[src/rtl/mc_ctrl.sv]
// Multi-cycle MIPS-subset controller.
// A registered 3-bit state walks FETCH/DECODE/EXE/MEM/WB. Every control output
// is decoded combinationally from the current state and the live op/funct/zero/
// mem_ready inputs, and is forced quiet while reset is held low.
module mc_ctrl (
  input  logic       clk,
  input  logic       reset,
  input  logic [5:0] op,
  input  logic [5:0] funct,
  input  logic       zero,
  input  logic       mem_ready,
  output logic       PCWrite,
  output logic       IRWrite,
  output logic       RegWrite,
  output logic       MemWrite,
  output logic       mem_req,
  output logic       instr_done,
  output logic [1:0] M2Sel,
  output logic [1:0] RegDst,
  output logic [1:0] NPCSel,
  output logic [2:0] ALUOp,
  output logic       ALUSrc,
  output logic       ExtOp,
  output logic [2:0] state
);

  localparam logic [2:0] S_FETCH  = 3'b000;
  localparam logic [2:0] S_DECODE = 3'b001;
  localparam logic [2:0] S_EXE    = 3'b010;
  localparam logic [2:0] S_MEM    = 3'b011;
  localparam logic [2:0] S_WB     = 3'b100;

  typedef enum logic [3:0] {
    I_ADDU = 4'd0,
    I_SUBU = 4'd1,
    I_JR   = 4'd2,
    I_ORI  = 4'd3,
    I_LW   = 4'd4,
    I_SW   = 4'd5,
    I_BEQ  = 4'd6,
    I_LUI  = 4'd7,
    I_J    = 4'd8,
    I_JAL  = 4'd9,
    I_ILL  = 4'd10
  } instr_e;

  logic [2:0] state_q;
  logic [2:0] state_d;
  instr_e     instr_s;

  assign state = state_q;

  // Classify the held instruction word; anything unrecognised is illegal.
  always_comb begin
    instr_s = I_ILL;
    case (op)
      6'b000000: begin
        case (funct)
          6'b100001: instr_s = I_ADDU;
          6'b100011: instr_s = I_SUBU;
          6'b001000: instr_s = I_JR;
          default:   instr_s = I_ILL;
        endcase
      end
      6'b001101: instr_s = I_ORI;
      6'b100011: instr_s = I_LW;
      6'b101011: instr_s = I_SW;
      6'b000100: instr_s = I_BEQ;
      6'b001111: instr_s = I_LUI;
      6'b000010: instr_s = I_J;
      6'b000011: instr_s = I_JAL;
      default:   instr_s = I_ILL;
    endcase
  end

  // State register: reset drops straight back to FETCH without waiting for clk.
  always_ff @(posedge clk or negedge reset) begin
    if (!reset) begin
      state_q <= S_FETCH;
    end else begin
      state_q <= state_d;
    end
  end

  // Next-state selection.
  always_comb begin
    state_d = S_FETCH;
    case (state_q)
      S_FETCH: state_d = S_DECODE;
      S_DECODE: begin
        case (instr_s)
          I_J, I_JR, I_ILL: state_d = S_FETCH;
          I_JAL:            state_d = S_WB;
          default:          state_d = S_EXE;
        endcase
      end
      S_EXE: begin
        case (instr_s)
          I_LW, I_SW:                   state_d = S_MEM;
          I_ADDU, I_SUBU, I_ORI, I_LUI: state_d = S_WB;
          default:                      state_d = S_FETCH;
        endcase
      end
      S_MEM: begin
        if (!mem_ready && (instr_s == I_LW || instr_s == I_SW)) begin
          state_d = S_MEM;
        end else if (instr_s == I_LW) begin
          state_d = S_WB;
        end else begin
          state_d = S_FETCH;
        end
      end
      S_WB:    state_d = S_FETCH;
      default: state_d = S_FETCH;
    endcase
  end

  // Control outputs: everything idles at zero unless the current state/instruction claims it.
  always_comb begin
    PCWrite    = 1'b0;
    IRWrite    = 1'b0;
    RegWrite   = 1'b0;
    MemWrite   = 1'b0;
    mem_req    = 1'b0;
    instr_done = 1'b0;
    M2Sel      = 2'b00;
    RegDst     = 2'b00;
    NPCSel     = 2'b00;
    ALUOp      = 3'b000;
    ALUSrc     = 1'b0;
    ExtOp      = 1'b0;
    if (!reset) begin
      PCWrite = 1'b0;
    end else begin
      instr_done = (state_q != S_FETCH) && (state_d == S_FETCH);
      case (state_q)
        S_FETCH: begin
          IRWrite = 1'b1;
          PCWrite = 1'b1;
        end
        S_DECODE: begin
          case (instr_s)
            I_J: begin
              PCWrite = 1'b1;
              NPCSel  = 2'b10;
            end
            I_JR: begin
              PCWrite = 1'b1;
              NPCSel  = 2'b11;
            end
            default: PCWrite = 1'b0;
          endcase
        end
        S_EXE: begin
          case (instr_s)
            I_SUBU: ALUOp = 3'b001;
            I_ORI: begin
              ALUOp  = 3'b010;
              ALUSrc = 1'b1;
            end
            I_LUI: begin
              ALUOp  = 3'b011;
              ALUSrc = 1'b1;
            end
            I_LW, I_SW: begin
              ALUSrc = 1'b1;
              ExtOp  = 1'b1;
            end
            I_BEQ: begin
              ALUOp   = 3'b001;
              ExtOp   = 1'b1;
              PCWrite = zero;
              NPCSel  = 2'b01;
            end
            default: ALUOp = 3'b000;
          endcase
        end
        S_MEM: begin
          if (instr_s == I_LW || instr_s == I_SW) begin
            mem_req  = 1'b1;
            MemWrite = (instr_s == I_SW);
          end else begin
            mem_req = 1'b0;
          end
        end
        S_WB: begin
          case (instr_s)
            I_ADDU, I_SUBU: begin
              RegWrite = 1'b1;
              RegDst   = 2'b01;
            end
            I_ORI, I_LUI: RegWrite = 1'b1;
            I_LW: begin
              RegWrite = 1'b1;
              M2Sel    = 2'b01;
            end
            I_JAL: begin
              RegWrite = 1'b1;
              M2Sel    = 2'b10;
              RegDst   = 2'b10;
            end
            default: RegWrite = 1'b0;
          endcase
        end
        default: PCWrite = 1'b0;
      endcase
    end
  end

endmodule

[config.mk]
export PLATFORM = sky130hd
export DESIGN_NAME = mc_ctrl
export DESIGN_NICKNAME = d
export VERILOG_FILES = /design/src/rtl/mc_ctrl.sv
export SDC_FILE = /design/constraint.sdc
export NUM_CORES = 1
export LEC_CHECK = 0
export BUFFER_PORTS_ARGS = -buffer_cell sky130_fd_sc_hd__buf_2
export CORE_MARGIN = 2
export CORE_UTILIZATION = 28
export DETAILED_ROUTE_END_ITERATION = 10
export HOLD_SLACK_MARGIN = 0.02
export PLACE_DENSITY_LB_ADDON = 0.08
export SYNTH_ARGS = -nofsm -noshare
export SYNTH_HDL_FRONTEND = slang
export SYNTH_SLANG_ARGS = --single-unit
[constraint.sdc]
create_clock -name clk -period 2.3 [get_ports clk]
set_clock_uncertainty 0.05 [all_clocks]
set_input_delay 0.345 -clock clk [delete_from_list [all_inputs] [get_ports clk]]
set_output_delay 0.345 -clock clk [all_outputs]
set_load 0.02 [all_outputs]
# Yosys cells after proc, flatten, opt, wreduce, memory -nomap -nowiden
# Cells that the tools add are included.
word_totals:
  regBits: 3
  in_bits: 16
  out_inout_bits: 20
  word_cells: 85
op_classes:
  n_eq_ne: 24
  mux: 42
  reduce_logical: 18
op_table:
  columns: ["operator", "n"]
  rows:
  - ["$pmux 4 s8", 1]
  - ["$eq 6x6->1 const B", 4]
  - ["$mux 1", 22]
  - ["$eq 6x4->1 const B", 3]
  - ["$eq 4x3->1 const B", 4]
  - ["$pmux 2 s2", 4]
  - ["$mux 2", 7]
  - ["$eq 4x4->1 const B", 3]
  - ["$eq 6x2->1 const B", 2]
  - ["$pmux 3 s2", 2]
  - ["$pmux 3 s4", 1]
  - ["$pmux 4 s3", 1]
  - ["$eq 4x2->1 const B", 2]
  - ["$reduce_or 2->1", 4]
  - ["$reduce_or 4->1", 2]
  - ["$eq 3x2->1 const B", 2]
  - ["$eq 6x3->1 const B", 1]
  - ["$logic_not 3->1", 2]
  - ["$logic_not 6->1", 1]
  - ["$mux 3", 2]
  - ["$pmux 2 s3", 1]
  - ["$reduce_or 3->1", 2]
  - ["$reduce_or 6->1", 1]
  - ["$eq 4x1->1 const B", 1]
  - ["other kinds (8)", 9]

# Depth between registers and ports, before layout
logic_depth:
  depth_word: 11
  mapped_depth: 6
  ltp_nobuf: 5

# Least setup slack after synthesis
# Ideal clock, no wire load.
synth_path:
  path_kind: "input to output"
  startpoint: "input op[3]"
  endpoint: "output PCWrite"
  arrival_ns: 1.838
  t_required_ns: 1.905
  path_slack_ns: 0.067
  path_stages: 5
  path_buffers: 1
  path_cell_list: "buf_6 > or3_1 > a2111oi_0 > nand3_2 > a31oi_1"
synth_via:
  elab_chain_len: 7
  word_cells_on_any_way: 17
  cone_classes: "eq/ne: 10; mux: 5; reduce/logical: 2"
synth_rtl:
  columns: ["element", "line_no", "text"]
  rows:
  - ["start: declaration", "8", "input logic [5:0] op,"]
  - ["$eq 6x2->1, or another cell as far along", "56", "case (op)"]
  - ["$pmux 4 s8 (*)", "56", null]
  - ["$eq 4x4->1 / $eq 4x2->1 (equally long branches)", "142", "case (instr_s)"]
  - ["$reduce_or 2->1 (no source line)", null, null]
  - ["$mux 1", "142", null]
  - ["$pmux 1 s3 (*)", "136", "case (state_q)"]
  - ["$mux 1 (*)", "132", "if (!reset) begin"]
  - ["end: declaration", "12", "output logic PCWrite,"]
# Every way passes the cells marked *; elsewhere a longest branch is shown, timed or not.

# Final worst setup path
layout_path:
  startpoint: "input funct[3]"
  endpoint: "output NPCSel[0]"
layout_via:
  elab_chain_len: 7
  word_cells_on_any_way: 12
  cone_classes: "eq/ne: 6; mux: 6"
layout_rtl:
  columns: ["element", "line_no", "text"]
  rows:
  - ["start: declaration", "9", "input logic [5:0] funct,"]
  - ["$eq 6x4->1 / $eq 6x6->1 (equally long branches)", "58", "case (funct)"]
  - ["$pmux 4 s3 (*)", "58", null]
  - ["$pmux 4 s8 (*)", "56", null]
  - ["$eq 4x2->1, or another cell as far along", "142", null]
  - ["$pmux 2 s2 / $mux 1 (equally long branches)", "142, 155", null]
  - ["$pmux 2 s2 (*)", "136", null]
  - ["$mux 2 (*)", "132", null]
  - ["end: declaration", "20", "output logic [1:0] NPCSel,"]
# Marked as above.

==> flow_summary.yaml <==
status:
  status: "completed"
detailed_routing:
  ant_nets: 0
  detail_route.vias_per_cell: 5.38
  wl_mm: 2.50
  first_iter_violations: 15
  drc_errors: 0
  wire_per_inst_um: 13.9
  drtPass1Iterations: 4
  vias: 969
grt:
  grt_pass1_vias: 861
  grt_overflow: 0
  grt_max_degree: 14
  use_met1_pct: 25.4
  grt.busiest_layer: "met2"
  grt_use_met3_pct: 2.73
  grt_pass1_wl_mm: 3.88
  grt_use_total_pct: 17.4
  met2_usage_pct: 27.8
  antenna_found_initial: 0
logic_synthesis:
  yosysSeqAreaShare_pct: 10.4
  yosys-top-cells-area: "dfrtp_1 (10%), nand2_1 (5.2%), nor2_1 (4.7%), a21oi_1 (4.2%), nor3b_1 (4.2%)"
  syn_area_um2: 722
  synth_top_area_share_pct: 10.4
  synthCells: 98
  syn-num-nets: 114
  synth_area_per_cell_um2: 7.37
  synth_xor_area_share_pct: 1.21
  yosysWarnings: 0
  yosysTopAreaCell: "dfrtp_1"
  yosysUniqueCellTypes: 49
  synth_top_family_by_area: "simple AND/OR/NAND/NOR gates"
  yosys.area_share.simple_pct: 57.0
  ys_seq_elements: 3
  synthMuxAreaShare_pct: 1.39
  async_reset_ff_share_pct: 100
  synth-compound-area-share_pct: 22.9
  synthAdderAreaFrac_pct: 0
  ys.flop_type: "dfrtp_1"
  synth_edf_count: 0
clock_network:
  numCtsBuffers: 3
  root_buffer: "clkbuf_4"
  insertion_delay_ns: 0.24
  clockBufferDepth: 2
  cts.sinks: 3
  cts.clk_slew.worst_paths_ns: 0.04
  htree_levels: 1
  cts_tree: "yes"
power_and_ir_drop:
  ir_worst_vdd_mv: 0.380
  leakage_nw: 0.515
  powerDensity_mw_per_mm2: 376
worst_setup_path:
  r2r_end: "state[1]"
  cp_common_cell: "buf_6"
  arrival_ns: 1.87
  r2r-start: "state[2]"
  required_ns: 1.90
  slowest_stage: "or4_4"
  worstSetupPathType: "in2out"
  cp-start-kind: "input port"
  r2r_setup_slack_ns: 0.88
  cp_slowest_stage_delay_ns: 0.54
  reg2reg_depth: 4
  crit_path_max_fanout: 4
  crit_chain: "buf_6 > nor4b_4 > a211oi_2 > or4_4 > nand4b_4 > o22ai_2 > buf_6"
  cp-end-kind: "output pin"
cells_and_area:
  design_area_mm2: 0.00118
  final_core_util_pct: 48.2
  regArea_um2: 76.3
  drive_above_1_share_pct: 54.0
  largest_reg_flops: 3
  final_cells: 180
  diodes: 0
  multi_input_area_um2: 683
  area_growth_pct: 64.0
  nNetsFinal: 167
  fillers: 249
die:
  die_x_um: 54.8
  dieArea_mm2: 0.00300
  initial_core_util_pct: 29.4
  core_mm2: 0.00245
  die_y_um: 54.8
  io_pins: 36
  fp-row-count: 18
place:
  dp.cells: 174
  hpwl_mm: 1.93
  gp_congestion: 0.794
  post_dp_cell_area_mm2: 0.00103
  portBuffers: 34
hold_path:
  hold_depth: 3
  hold_class: "in2reg"
  min_to: "state[1]"
  min_from: "mem_ready"
timing:
  setup_violations: 0
  min_period_ns: 2.27
  finalHoldViolCount: 0
  finalMaxSlewViolations: 0
  timing.fmax_mhz: 441
  fin_crit_sh_pct: 98.5
  rsz0062_at_grt: "yes"
  whs_ns: 0.405
flow_run:
  drv_cap: 0
==> worst max path at each step <==
stage,start,to,cells past startpoint,slack [ns]
2_1_floorplan,op[3],PCWrite,5,0.07
3_3_place_gp,funct[3],NPCSel[0],8,-0.03
3_5_place_dp,funct[3],NPCSel[0],8,-0.15
4_1_cts,op[3],NPCSel[0],8,0.01
5_1_grt,op[2],NPCSel[1],7,-0.05
6_report,funct[3],NPCSel[0],7,0.03
==> kinds of logic after synthesis <==
logic type	Yosys count
DFF	3
other	1
xor gates and xnor gates	1
buffers and inverters	9
and+or+nand+nor	61
muxes	1
AOI/OAI and AO/OA	22
==> Yosys cell counts (2+ instances only) <==
cell      number
nand2_1       10
nor2_1         9
a21oi_1        6
nand3_1        5
nor3b_1        4
dfrtp_1        3
inv_1          3
nand2b_1       3
nor3_1         3
a211oi_1       2
a211oi_2       2
a21o_1         2
a31oi_1        2
and4_1         2
buf_2          2
clkbuf_1       2
nand4_1        2
nor4_1         2
nor4b_1        2
o21ai_1        2
or3_1          2
==> stage by stage <==
| stage | total power, mW | setup slack [ns] | setup TNS (ns) |
|---|---|---|---|
| final | 0.445 | 0.0341 | 0 |
| after global placement | 0.312 | -0.0308 | -0.0459 |
| after floorplan | 0.233 | 0.0670 | 0 |
| after CTS | 0.421 | 0.0109 | 0 |
| after global routing | 0.481 | -0.0480 | -0.178 |
| after detailed placement | 0.312 | -0.153 | -0.330 |
==> worst max-delay path: cells and delay by family <==
kind	cells	cell delay, ns
AND/OR/NAND/NOR	3	1.06
AO/OA/AOI/OAI	2	0.23
buffers and inverters	2	0.23
==> where the power goes <==
part	leakage [nW]	total (mW)	switching, mW	internal, mW
Sequential	0.0389	0.0908	0.0265	0.0643
Combinational	0.461	0.257	0.142	0.115
Clock	0.0150	0.0971	0.0318	0.0653
==> cell usage in the layout, fill, tap and decap left out, drive strengths merged, types with 3 or more instances in the layout <==
cell / synthesis / routed
a21oi: 6 / 6
nor3b: 5 / 5
nor4b: 3 / 3
nor3: 3 / 3
nand2b: 3 / 3
nor2: 9 / 9
a211oi: 4 / 4
nor4: 3 / 3
nand3: 6 / 6
clkbuf: 2 / 4
nand2: 11 / 11
dfrtp: 3 / 3
buf: 4 / 53
inv: 3 / 3
==> layout make-up <==
class / instances / area share (%)
timing repair buffer: 54 / 29.5
clock buffer: 4 / 2.22
multi-input combinational: 86 / 57.7
inverter: 3 / 0.951
tap: 30 / 3.17
sequential: 3 / 6.45
==> timing repair <==
item | in CTS | in global routing
hold endpoints to repair | 3 | 0
setup buffers | 0 | 1
setup endpoints to repair | 4 | 5
resized for setup | 5 | 20
hold buffers | 1 | 0
pin swaps | 0 | 2
==> per-layer routing <==
metal / routed length, µm / share of wire (%)
met4: 0 / 0
met5: 0 / 0
met1: 1170 / 47
met3: 139 / 5.6
met2: 1190 / 48
Note: power is estimated with default switching activity, not from simulation.
